## src/rtl/traffic_pkg.sv

```systemverilog
// Shared types and default constants for the traffic light controller family.
package traffic_pkg;

   // Light encodings used by the controller that consumes the phase timer.
   typedef enum logic [1:0] {
      RED    = 2'b00,
      YELLOW = 2'b01,
      GREEN  = 2'b10
   } light_t;

   // Power-on phase durations in seconds and default time base.
   localparam int unsigned GREEN_DEF_SEC  = 32'd5;
   localparam int unsigned YELLOW_DEF_SEC = 32'd1;
   localparam int unsigned TICK_DIV_DEF   = 32'd50000000;
   localparam int unsigned CNT_W_DEF      = 32'd8;

   // Duration-update handshake states.
   typedef enum logic {
      CFG_IDLE = 1'b0,
      CFG_PEND = 1'b1
   } cfg_state_t;

endpackage

```

## src/rtl/tick_prescaler.sv

```systemverilog
// Divides clk into a one-cycle sec_tick every TICK_DIV cycles.
// hold freezes the divider; clear restarts it and suppresses any coincident tick.
module tick_prescaler #(
   parameter int unsigned TICK_DIV = 32'd50000000
) (
   input  logic clk,
   input  logic reset_n,
   input  logic hold,
   input  logic clear,
   output logic wrap,
   output logic sec_tick
);

   localparam int unsigned       DIV_W    = $clog2(TICK_DIV);
   localparam logic [DIV_W-1:0]  DIV_LAST = DIV_W'(TICK_DIV - 32'd1);

   logic [DIV_W-1:0] div_cnt_q;
   logic [DIV_W-1:0] div_cnt_d;
   logic             sec_tick_q;

   // Wrap happens on the last divider count unless frozen or being cleared.
   always_comb begin
      wrap = 1'b0;
      if (!clear && !hold && (div_cnt_q == DIV_LAST)) begin
         wrap = 1'b1;
      end else begin
         wrap = 1'b0;
      end
   end

   // Next divider value: clear wins, then hold, then wrap, else count up.
   always_comb begin
      div_cnt_d = div_cnt_q;
      if (clear) begin
         div_cnt_d = {DIV_W{1'b0}};
      end else if (hold) begin
         div_cnt_d = div_cnt_q;
      end else if (wrap) begin
         div_cnt_d = {DIV_W{1'b0}};
      end else begin
         div_cnt_d = div_cnt_q + DIV_W'(1);
      end
   end

   // Divider state and registered tick pulse.
   always_ff @(posedge clk or negedge reset_n) begin
      if (!reset_n) begin
         div_cnt_q  <= {DIV_W{1'b0}};
         sec_tick_q <= 1'b0;
      end else begin
         div_cnt_q  <= div_cnt_d;
         sec_tick_q <= wrap;
      end
   end

   assign sec_tick = sec_tick_q;

endmodule

```

## src/rtl/traffic_phase_timer.sv

```systemverilog
// Phase timer: counts seconds in the current light phase and flags when the
// active green/yellow durations have elapsed. Durations are reprogrammed via a
// valid/ready port and only switch over on the next rst_count.
module traffic_phase_timer
   import traffic_pkg::*;
#(
   parameter int unsigned TICK_DIV   = TICK_DIV_DEF,
   parameter int unsigned CNT_W      = CNT_W_DEF,
   parameter int unsigned GREEN_DEF  = GREEN_DEF_SEC,
   parameter int unsigned YELLOW_DEF = YELLOW_DEF_SEC
) (
   input  logic             clk,
   input  logic             reset_n,
   input  logic             rst_count,
   input  logic             hold,
   input  logic             cfg_valid,
   output logic             cfg_ready,
   input  logic [CNT_W-1:0] cfg_green,
   input  logic [CNT_W-1:0] cfg_yellow,
   output logic             one_sec_timer,
   output logic             five_sec_timer,
   output logic             sec_tick,
   output logic [CNT_W-1:0] elapsed
);

   localparam logic [CNT_W-1:0] ELAPSED_MAX = {CNT_W{1'b1}};

   // A zero duration would fire immediately at phase start; force at least 1 s.
   function automatic logic [CNT_W-1:0] clamp_dur(input logic [CNT_W-1:0] v);
      if (v == {CNT_W{1'b0}}) begin
         return CNT_W'(1);
      end else begin
         return v;
      end
   endfunction

   logic             wrap_s;
   logic [CNT_W-1:0] elapsed_q;
   logic [CNT_W-1:0] elapsed_d;
   cfg_state_t       cfg_state_q;
   logic             cfg_ready_q;
   logic [CNT_W-1:0] green_pend_q;
   logic [CNT_W-1:0] yellow_pend_q;
   logic [CNT_W-1:0] green_act_q;
   logic [CNT_W-1:0] yellow_act_q;

   tick_prescaler #(
      .TICK_DIV (TICK_DIV)
   ) u_prescaler (
      .clk      (clk),
      .reset_n  (reset_n),
      .hold     (hold),
      .clear    (rst_count),
      .wrap     (wrap_s),
      .sec_tick (sec_tick)
   );

   // Elapsed seconds: cleared by rst_count, otherwise saturating count on wrap.
   always_comb begin
      elapsed_d = elapsed_q;
      if (rst_count) begin
         elapsed_d = {CNT_W{1'b0}};
      end else if (wrap_s && (elapsed_q != ELAPSED_MAX)) begin
         elapsed_d = elapsed_q + CNT_W'(1);
      end else begin
         elapsed_d = elapsed_q;
      end
   end

   // Elapsed-seconds register.
   always_ff @(posedge clk or negedge reset_n) begin
      if (!reset_n) begin
         elapsed_q <= {CNT_W{1'b0}};
      end else begin
         elapsed_q <= elapsed_d;
      end
   end

   // Config FSM: capture a request, then swap it in at the next phase boundary.
   always_ff @(posedge clk or negedge reset_n) begin
      if (!reset_n) begin
         cfg_state_q   <= CFG_IDLE;
         cfg_ready_q   <= 1'b1;
         green_pend_q  <= CNT_W'(GREEN_DEF);
         yellow_pend_q <= CNT_W'(YELLOW_DEF);
         green_act_q   <= CNT_W'(GREEN_DEF);
         yellow_act_q  <= CNT_W'(YELLOW_DEF);
      end else begin
         case (cfg_state_q)
            CFG_IDLE: begin
               // A capture coincident with rst_count waits for the next boundary.
               if (cfg_valid && cfg_ready_q) begin
                  green_pend_q  <= clamp_dur(cfg_green);
                  yellow_pend_q <= clamp_dur(cfg_yellow);
                  cfg_state_q   <= CFG_PEND;
                  cfg_ready_q   <= 1'b0;
               end
            end
            CFG_PEND: begin
               if (rst_count) begin
                  green_act_q  <= green_pend_q;
                  yellow_act_q <= yellow_pend_q;
                  cfg_state_q  <= CFG_IDLE;
                  cfg_ready_q  <= 1'b1;
               end
            end
            default: begin
               cfg_state_q <= CFG_IDLE;
               cfg_ready_q <= 1'b1;
            end
         endcase
      end
   end

   // Expiry levels depend only on registered state.
   assign one_sec_timer  = (elapsed_q >= yellow_act_q);
   assign five_sec_timer = (elapsed_q >= green_act_q);
   assign elapsed        = elapsed_q;
   assign cfg_ready      = cfg_ready_q;

endmodule
```

## config.mk

```make
export PLATFORM = sky130hd
export DESIGN_NAME = traffic_phase_timer
export DESIGN_NICKNAME = d
export VERILOG_FILES = /design/src/rtl/traffic_pkg.sv /design/src/rtl/tick_prescaler.sv /design/src/rtl/traffic_phase_timer.sv
export SDC_FILE = /design/constraint.sdc
export NUM_CORES = 1
export LEC_CHECK = 0
export CORE_MARGIN = 2
export CORE_UTILIZATION = 58
export CTS_BUF_LIST = sky130_fd_sc_hd__clkbuf_16
export DETAILED_ROUTE_END_ITERATION = 16
export PLACE_DENSITY = 0.78
export SLEW_MARGIN = 10
export SYNTH_ARGS = -nofsm -noshare
export SYNTH_HDL_FRONTEND = slang
export SYNTH_SLANG_ARGS = --single-unit
```

## constraint.sdc

```tcl
create_clock -name clk -period 2.9 [get_ports clk]
set_input_delay 0.435 -clock clk [delete_from_list [all_inputs] [get_ports clk]]
set_output_delay 0.435 -clock clk [all_outputs]
set_load 0.02 [all_outputs]
```

==> reports/results.txt <==
status: completed
post-detail-place hpwl: 5990 µm
final std cells w/o fill: 492
synthesis-to-finish area growth: 18.2%
Leak: 1.98 nW
Peak supply drop: 0.637 mV
TNS Setup: 0 ps
Tightest Pin Transition: 833 ps
die area: 0.00728 mm²
buffers plus inverters on the worst setup path: 2
Post-Syn Instances: 378
multi-input logic area: 0.00195 mm²
placed cell count: 476
crit path max-delay cell type: clkdlybuf4s50_1
Crit. End Element: output pin
global route total overflow: 0
YS warnings: 0
Final Max Tran Viols: 0
dpl ws: 345 ps
maximum clock rate: 355 MHz
CP Data Required Time: 2470 ps
met3 global-route usage: 0.0652
Die W: 85.3 µm
crit path time final: 2810 ps
Hold Crit Class: input port to async pin
sequential area share after synthesis: 0.452
Max H-tree Level: 3
CP Depth: 8
Yosys cell types: 51
Num CTS Buffers: 9
Post-synth ARST share: 1.00
Critical Path AT: 2380 ps
starting density of the core: 0.601
clk_lat worst skew: 330 ps
diodes inserted: 0
EDFF count, synth: 0
CP max stage delay: 560 ps
DRC: 0
CP startpoint kind: flip-flop
crit-path cells: inv_1 > ha_1 > nand2b_1 > a21oi_1 > nor2b_1 > o21ai_0 > a31oi_1 > clkdlybuf4s50_1
Final ANT Viol Nets: 0
CTS tree: built
Worst R2R Path Depth: 6
synthesized flop and latch total: 69
largest net degree at the start of global routing: 40
final worst-path cycle share: 0.970
initial antenna violation count: 0
GRT Util Overall: 0.255
first-pass GRT wire length: 14600 µm
row cnt: 29
PD cells: 684 mW/mm²
max_cap viols: 0
Final nets: 450
GPL Wtd Cong: 0.925
Vias: 3095
CTS Sinks: 69
grt met2 use: 0.373
CTS Buffer Depth: 2
layout cells sized above 1: 0.164
dominant synthesized flop cell: dfrtp_1
Clock Skew: 8.36 ps
vias in the first global route: 2984
die height: 85.3 µm
CORE AREA: 0.00639 mm²
Pre-antenna DRT Iters: 5
Synth Cell Area: 0.00384 mm²
dominant cell type by area after synthesis: dfrtp_1
CTS hold repair buffers: 0
Final Hold Vio Count: 0
Root Driver: clkbuf_16
GRT met1 Usage: 0.381
Ports: 33
GR peak layer: met1
most frequent cell after synthesis: dfrtp_1
Setup CP Type: flip-flop to output pin
clock-pin slew on the worst setup and hold paths: 50 ps
Filler Cell Count: 459
Worst Setup Slack, final: 85.6 ps
setup bufs post-CTS: 0
routed wire length: 8660 µm
Initial DRC Count: 313
slew margin rel.: 0.443
worst-path fanout max: 5
area taken by flip-flops and latches: 0.00174 mm²
Mapped Nets: 418
CP top delay family: buffers and inverters
top post-synthesis cells by count: 62 x dfrtp_1, 34 x nand2_1, 30 x mux2_2, 25 x inv_1, 19 x ha_1
# port buffers: 32
detailed-route vias per instance: 6.29
Synth area leaders: dfrtp_1 40%, mux2_2 8.8%, ha_1 6.2%
WL/cell: 17.6 µm
setup violators final: 0
Synth top area share: 0.404
Synth Area per Inst: 10.2 µm²
## registers in the layout, indices dropped and copies added, names as in the netlist
| name | count |
|---|---|
| u_prescaler.sec_tick | 1 |
| yellow_act_q | 8 |
| green_act_q | 8 |
| green_pend_q | 8 |
| u_prescaler.div_cnt_q | 26 |
| cfg_ready | 1 |
| elapsed | 8 |
| cfg_state_q | 1 |
| yellow_pend_q | 8 |
## stage by stage
step / total power, mW / hold slack, ps / utilization / area [µm²]
floorplan: 1.83 / 139 / - / 3840
global placement: 1.98 / 366 / 0.662 / 4230
detailed placement: 2.04 / 366 / 0.662 / 4230
CTS: 3.12 / 23.7 / 0.708 / 4520
global route: 3.28 / 38.6 / 0.710 / 4540
finish: 3.10 / 12.8 / 0.710 / 4540
## worst paths after layout
check	start	to	slack (ps)
setup reg to reg	u_prescaler.div_cnt_q[0]	elapsed[4]	760
setup / recovery	elapsed[0]	one_sec_timer	90
hold / removal	reset_n	u_prescaler.div_cnt_q[21]	10
max in group asynchronous	reset_n	green_act_q[0]	2150
hold reg to reg	yellow_pend_q[0]	yellow_pend_q[0]	490
min in group clk	yellow_pend_q[0]	yellow_pend_q[0]	490
## metal layers
metal | wire length (µm) | part of all wire | vias up
met2 | 3960 | 0.46 | 122
met4 | 75 | 0.0087 | 0
met3 | 661 | 0.076 | 10
met1 | 3960 | 0.46 | 1504
li1 | - | - | 1459
met5 | 0 | 0 | -
## cell families (layout without fill, tap and decap cells)
kind of cell | count (synthesis) | after routing | synth area share
AOI/OAI and AO/OA | 50 | 50 | 0.0851
xor gates and xnor gates | 13 | 13 | 0.0297
adders and majority gates | 19 | 19 | 0.0620
buffers and inverters | 42 | 79 | 0.0417
DFF | 69 | 69 | 0.452
muxes | 31 | 31 | 0.0906
and+or+nand+nor | 154 | 154 | 0.239
## layout by cell type (no fill, tap or decap), drive strengths merged, types with 8 or more instances in the layout
cell,instances
a21oi,14
and3,8
clkbuf,9
clkdlybuf4s50,30
dfrtp,62
ha,19
inv,26
mux2,30
nand2,34
nand3,16
nand4,13
nor2,17
nor3,10
nor4,9
o21ai,11
or3,9
## worst register-to-register path: stages (launching register included)
cell and delay [ps]:
dfrtp_1 470, ha_1 310, and4b_1 260, and4_2 290, nand2b_4 90, or4b_1 500, a21oi_1 150
## what timing repair did
| item | 4_1_cts | 5_1_grt |
|---|---|---|
| gates cloned | 0 | 0 |
| setup endpoints to repair | 1 | 2 |
| pin swaps | 0 | 0 |
| resized for setup | 1 | 4 |
## power breakdown
group          leakage, nW  switching, mW  internal (mW)  total [mW]
clock                0.144          0.402          0.660        1.06
sequential           0.883          0.137           1.24        1.38
combinational        0.955          0.297          0.365       0.662
total                 1.98          0.836           2.27        3.10
## layout make-up
cell class,count,area share
inverters,25,0.0207
clock buffers,9,0.0497
repair buffers,38,0.0800
flip-flops and latches,69,0.383
well taps,77,0.0212
multi-input cells,267,0.431
clock inverters,7,0.0149
(Power assumes the default switching activity.)
